$ cat src/rtl/conv_pkg.sv
// Shared constants and pixel/window types for the 3x3 convolution path.
package conv_pkg;

    localparam int unsigned PIX_W = 8;
    localparam int unsigned IMG_W = 5;
    localparam int unsigned IMG_H = 5;
    localparam int unsigned KER_N = 3;
    localparam int unsigned OUT_W = 16;
    localparam int unsigned WIN_N = KER_N * KER_N;

    typedef logic [PIX_W-1:0] pix_t;

    // Element k sits at bits [k*PIX_W +: PIX_W], matching kernel row-major order.
    typedef pix_t [WIN_N-1:0] win_t;

endpackage

$ cat src/rtl/conv_line_buffer.sv
// One image row of delay: the output is the pixel pushed DEPTH enables ago.
module conv_line_buffer #(
    parameter int unsigned DEPTH = 5,
    parameter int unsigned WIDTH = 8
) (
    input  logic             clk,
    input  logic             en_i,
    input  logic [WIDTH-1:0] d_i,
    output logic [WIDTH-1:0] q_o
);

    logic [WIDTH-1:0] mem_q [DEPTH];

    // Contents are left unreset: a new frame never reads them before overwriting.
    always_ff @(posedge clk) begin
        if (en_i) begin
            mem_q[0] <= d_i;
            for (int unsigned i = 1; i < DEPTH; i++) begin
                mem_q[i] <= mem_q[i-1];
            end
        end
    end

    assign q_o = mem_q[DEPTH-1];

endmodule

$ cat src/rtl/conv_window_gen.sv
// Streaming 3x3 window generator (raster pixels in, one neighbourhood per valid position out).
// Optional frame counter output enabled by defining CONV_WIN_FRAME_CNT_EN.
module conv_window_gen #(
    parameter int unsigned PIX_W = conv_pkg::PIX_W,
    parameter int unsigned IMG_W = conv_pkg::IMG_W,
    parameter int unsigned IMG_H = conv_pkg::IMG_H
) (
    input  logic                                    clk,
    input  logic                                    rst,
    input  logic                                    in_valid,
    output logic                                    in_ready,
    input  logic [PIX_W-1:0]                        in_pixel,
    output logic                                    win_valid,
    input  logic                                    win_ready,
    output logic [conv_pkg::WIN_N*PIX_W-1:0]        win_data,
    output logic [$clog2(IMG_H)-1:0]                win_row,
    output logic [$clog2(IMG_W)-1:0]                win_col,
    output logic                                    win_last
`ifdef CONV_WIN_FRAME_CNT_EN
    ,
    output logic [conv_pkg::OUT_W-1:0]              frame_cnt
`endif
);

    import conv_pkg::*;

    localparam int unsigned ROW_W = $clog2(IMG_H);
    localparam int unsigned COL_W = $clog2(IMG_W);
    localparam logic [ROW_W-1:0] ROW_LAST  = ROW_W'(IMG_H - 1);
    localparam logic [COL_W-1:0] COL_LAST  = COL_W'(IMG_W - 1);
    localparam logic [ROW_W-1:0] ROW_EDGE  = ROW_W'(KER_N - 1);
    localparam logic [COL_W-1:0] COL_EDGE  = COL_W'(KER_N - 1);

    logic [COL_W-1:0] col_q, col_d;
    logic [ROW_W-1:0] row_q, row_d;
    logic             accept;
    logic             produce;

    logic [PIX_W-1:0] lb0_out;
    logic [PIX_W-1:0] lb1_out;
    logic [PIX_W-1:0] win_q [WIN_N];
    logic [PIX_W-1:0] win_d [WIN_N];

    logic                     valid_q, valid_d;
    logic [WIN_N*PIX_W-1:0]   data_q,  data_d;
    logic [ROW_W-1:0]         wrow_q,  wrow_d;
    logic [COL_W-1:0]         wcol_q,  wcol_d;
    logic                     last_q,  last_d;

    assign in_ready = !valid_q || win_ready;
    assign accept   = in_valid && in_ready;
    assign produce  = accept && (row_q >= ROW_EDGE) && (col_q >= COL_EDGE);

    // lb0 delays the stream by one row, lb1 by two rows.
    conv_line_buffer #(
        .DEPTH (IMG_W),
        .WIDTH (PIX_W)
    ) u_lb0 (
        .clk  (clk),
        .en_i (accept),
        .d_i  (in_pixel),
        .q_o  (lb0_out)
    );

    conv_line_buffer #(
        .DEPTH (IMG_W),
        .WIDTH (PIX_W)
    ) u_lb1 (
        .clk  (clk),
        .en_i (accept),
        .d_i  (lb0_out),
        .q_o  (lb1_out)
    );

    always_comb begin
        col_d = col_q;
        row_d = row_q;
        if (accept) begin
            if (col_q == COL_LAST) begin
                col_d = '0;
                if (row_q == ROW_LAST) begin
                    row_d = '0;
                end else begin
                    row_d = row_q + ROW_W'(1);
                end
            end else begin
                col_d = col_q + COL_W'(1);
            end
        end
    end

    always_ff @(posedge clk or posedge rst) begin
        if (rst) begin
            col_q <= '0;
            row_q <= '0;
        end else begin
            col_q <= col_d;
            row_q <= row_d;
        end
    end

    always_comb begin
        win_d = win_q;
        if (accept) begin
            for (int unsigned r = 0; r < KER_N; r++) begin
                for (int unsigned c = 0; c < KER_N - 1; c++) begin
                    win_d[r*KER_N + c] = win_q[r*KER_N + c + 1];
                end
            end
            win_d[KER_N-1]   = lb1_out;
            win_d[2*KER_N-1] = lb0_out;
            win_d[WIN_N-1]   = in_pixel;
        end
    end

    always_ff @(posedge clk) begin
        win_q <= win_d;
    end

    // The output register loads the post-shift window so it appears on the accepting edge.
    always_comb begin
        valid_d = valid_q;
        data_d  = data_q;
        wrow_d  = wrow_q;
        wcol_d  = wcol_q;
        last_d  = last_q;
        if (valid_q && win_ready) begin
            valid_d = 1'b0;
        end
        if (produce) begin
            valid_d = 1'b1;
            for (int unsigned k = 0; k < WIN_N; k++) begin
                data_d[k*PIX_W +: PIX_W] = win_d[k];
            end
            wrow_d = row_q - ROW_EDGE;
            wcol_d = col_q - COL_EDGE;
            last_d = (row_q == ROW_LAST) && (col_q == COL_LAST);
        end
    end

    always_ff @(posedge clk or posedge rst) begin
        if (rst) begin
            valid_q <= 1'b0;
            data_q  <= '0;
            wrow_q  <= '0;
            wcol_q  <= '0;
            last_q  <= 1'b0;
        end else begin
            valid_q <= valid_d;
            data_q  <= data_d;
            wrow_q  <= wrow_d;
            wcol_q  <= wcol_d;
            last_q  <= last_d;
        end
    end

    assign win_valid = valid_q;
    assign win_data  = data_q;
    assign win_row   = wrow_q;
    assign win_col   = wcol_q;
    assign win_last  = last_q;

`ifdef CONV_WIN_FRAME_CNT_EN
    logic [OUT_W-1:0] frame_cnt_q, frame_cnt_d;

    always_comb begin
        frame_cnt_d = frame_cnt_q;
        if (valid_q && win_ready && last_q) begin
            frame_cnt_d = frame_cnt_q + OUT_W'(1);
        end
    end

    always_ff @(posedge clk or posedge rst) begin
        if (rst) begin
            frame_cnt_q <= '0;
        end else begin
            frame_cnt_q <= frame_cnt_d;
        end
    end

    assign frame_cnt = frame_cnt_q;
`endif

endmodule

$ cat config.mk
export PLATFORM = sky130hd
export DESIGN_NAME = conv_window_gen
export DESIGN_NICKNAME = d
export VERILOG_FILES = /design/src/rtl/conv_pkg.sv /design/src/rtl/conv_line_buffer.sv /design/src/rtl/conv_window_gen.sv
export SDC_FILE = /design/constraint.sdc
export NUM_CORES = 1
export LEC_CHECK = 0
export ABC_AREA = 1
export CAP_MARGIN = 20
export CORE_MARGIN = 2
export CORE_UTILIZATION = 35
export DETAILED_ROUTE_END_ITERATION = 10
export PLACE_DENSITY = 0.64
export SETUP_SLACK_MARGIN = 0.02
export SLEW_MARGIN = 10
export SYNTH_ARGS = -nofsm -noshare
export SYNTH_HDL_FRONTEND = slang
export SYNTH_SLANG_ARGS = --single-unit
$ cat constraint.sdc
create_clock -name clk -period 8.3 [get_ports clk]
set_input_delay 2.075 -clock clk [delete_from_list [all_inputs] [get_ports clk]]
set_output_delay 2.075 -clock clk [all_outputs]
set_load 0.02 [all_outputs]
==> results.sh <==
export IMPL_antenna_found_initial=0
export IMPL_cts_resized=0
export IMPL_yosysTopAreaCell="edfxtp_1"
export IMPL_postSynthCellCount=787
export IMPL_grt_usage_pct=13.77
export IMPL_synthXorXnorAreaFrac_pct=0.2065
export IMPL_cts_root_buffer="clkbuf_16"
export IMPL_cts_setup_buffers=0
export IMPL_die_y_um=159.7
export IMPL_synth_compound_area_share_pct=0.4572
export IMPL_crit_required_ns=6.23
export IMPL_cts_buffers=24
export IMPL_insertion_delay_ns=0.51
export IMPL_start_kind="primary input"
export IMPL_tightest_slew_ns=1.095
export IMPL_skew_ns=0.01733
export IMPL_syn_area_per_cell_um2=10.78
export IMPL_synthFlopType="dfrtp_1"
export IMPL_hold_viol=0
export IMPL_dieWidth_um=159.7
export IMPL_clock_sinks=238
export IMPL_async_reset_ff_share_pct=36.13
export IMPL_cp_arrival_ns=4.02
export IMPL_drtIter0Drc=424
export IMPL_yosys_mux_area_fraction_pct=0
export IMPL_fmax_mhz=164.2
export IMPL_grt_pass1_wl_um=28880
export IMPL_vias=5638
export IMPL_port_buffer_count=92
export IMPL_drtAntennaViolNets=0
export IMPL_dp_hpwl_um=10200
export IMPL_gp_congestion=0.7618
export IMPL_routedWlPerCell_um=14.80
export IMPL_first_pass_iters=4
export IMPL_fin_crit_ns=6.091
export IMPL_dpl_instance_area_um2=9560
export IMPL_tns_ns=0
export IMPL_start_util_pct=35.93
export IMPL_synth_top_family_by_area="simple AND/OR/NAND/NOR gates"
export IMPL_relSlewSlack_pct=26.97
export IMPL_drc=0
export IMPL_grt_pass1_vias=5495
export IMPL_grt_max_degree=87
export IMPL_finalInstanceArea_um2=10390
export IMPL_htree_levels=1
export IMPL_cts_tree="done"
export IMPL_hold_buffers=0
export IMPL_path_clk_slew_ns=0.06
export IMPL_cts_max_path_buffers=3
export IMPL_synth_cells_most_frequent="nand2_1, nand3_1, dfrtp_1, edfxtp_1, dfxtp_1"
export IMPL_setup_violations=0
export IMPL_synth_top_cells_by_area="edfxtp_1, dfrtp_1, dfxtp_1, nand2_1, nand3_1"
export IMPL_antenna_cells=0
export IMPL_ys_ff_latch=238
export IMPL_yosys_area_share_simple_pct=23.48
export IMPL_ys_warn_count=0
export IMPL_drive_gt1_share_pct=6.356
export IMPL_synth_edf_count=80
export IMPL_die_area_um2=25500
export IMPL_status="complete, no violations"
export IMPL_path_max_fanout=75
export IMPL_power_leakage_nw=4.697
export IMPL_slew_viol_final=0
export IMPL_period_share_pct=73.39
export IMPL_irDropWorstVdd_mv=0.2489
export IMPL_power_density_nw_per_um2=398.5
export IMPL_pin_count=93
export IMPL_core_area_um2=23610
export IMPL_worst_hold_slack_ns=0.4180
export IMPL_synth_adder_area_share_pct=1.180
export IMPL_hp_class="register to register"
export IMPL_syn_to_final_growth_pct=22.46
export IMPL_crit_type="primary input to output pin"
export IMPL_endpoint_kind="output pin"
export IMPL_grt_overflow=0
export IMPL_synth_cell_type_count=21
export IMPL_synth_most_common_cell="nand2_1"
export IMPL_synth_top_area_share_pct=28.32
export IMPL_cap_viol_max_count=0
export IMPL_ys_seq_area_share_pct=70.68
export IMPL_core_rowCount=56
export IMPL_synth_area_um2=8483
export IMPL_drt_total_wl_um=17760
export IMPL_nets=883
export IMPL_rsz0062_at_grt="no"
export IMPL_syn_num_nets=807
export IMPL_post_drt_via_cell_ratio=4.698
flip-flops by register name (all words and copies together), names as in the netlist:
| name | flops |
|---|---|
| col_q | 3 |
| row_q | 3 |
| u_lb0.mem_q | 40 |
| u_lb1.mem_q | 40 |
| win_col | 3 |
| win_data | 72 |
| win_last | 1 |
| win_q | 72 |
| win_row | 3 |
| win_valid | 1 |
area by class of cell:
cell class                      instances  area (um2)
Fill cell                            2228       13220
Sequential cell                       238        5996
Multi-Input combinational cell        489        2156
Timing Repair Buffer                   98       960.9
Clock buffer                           28       646.9
Tap cell                              319       399.1
Clock inverter                         16       181.4
Inverter                               12       48.80
critical path, cell delays in order:
cell and delay, ns:
clkdlybuf4s50_1 0.45, inv_1 0.04, nand2_2 0.04, buf_4 0.60, clkdlybuf4s50_1 0.77
worst paths after layout:
kind                       cells after the start                  to  slack, ns          startpoint
setup reg to reg                               7        win_data[40]       4.72           win_valid
max in group asynchronous                      3        win_data[67]       5.30                 rst
min in group asynchronous                      2         win_data[9]       1.95                 rst
setup / recovery                               5            in_ready       2.21           win_ready
hold reg to reg                                0  u_lb1.mem_q[0][34]       0.42  u_lb1.mem_q[0][26]
hold / removal                                 0  u_lb1.mem_q[0][34]       0.42  u_lb1.mem_q[0][26]
cells by family after synthesis:
kind of cell / Yosys count
flops: 238
simple gates: 472
buf+inv: 60
xor+xnor: 2
fa+ha+maj: 8
compound gates: 7
through the flow:
step / std cells / setup WS (ns) / util [%] / power (mW)
detailed placement: 1156 / 2.180 / 40.49 / 3.049
CTS: 1200 / 2.180 / 44.00 / 4.182
finish: 1200 / 2.209 / 44.00 / 4.140
floorplan: 787 / 3.812 / - / 2.551
global placement: 1156 / 2.167 / 40.49 / 3.031
global route: 1200 / 2.104 / 44.00 / 4.390
layer usage:
metal	vias up	global-route usage, %	wire length, um
met5	-	0	0
met4	0	2.934	176
met3	18	3.403	1209
met2	165	20.98	7891
met1	2709	20.00	8480
li1	2746	-	-
layout by cell type (no fill, tap or decap):
cell,synthesis,layout
clkinv_2,0,8
dfrtp_1,86,86
nand2_4,1,1
nand3_4,0,1
xor2_1,2,2
o21ai_0,6,6
inv_4,0,1
inv_1,9,8
nand2_1,310,310
nor2_4,1,1
buf_4,3,6
clkinv_1,0,3
buf_2,22,1
a21oi_2,1,1
bufinv_16,0,4
nor2_1,2,2
nand3_1,155,155
clkbuf_1,11,2
dfxtp_1,72,72
nand2_2,2,2
clkdlybuf4s50_1,0,91
ha_1,8,8
clkbuf_16,0,25
clkbuf_8,0,1
inv_2,3,2
clkinvlp_4,0,2
edfxtp_1,80,80
where the power goes:
group	internal (mW)	switching [mW]	leakage, nW	total [mW]
Clock	0.681	0.435	0.407	1.12
Sequential	1.59	0.183	2.48	1.77
Combinational	0.463	0.788	1.81	1.25
Total	2.73	1.41	4.70	4.14
Note: power is estimated with default switching activity, not from simulation.
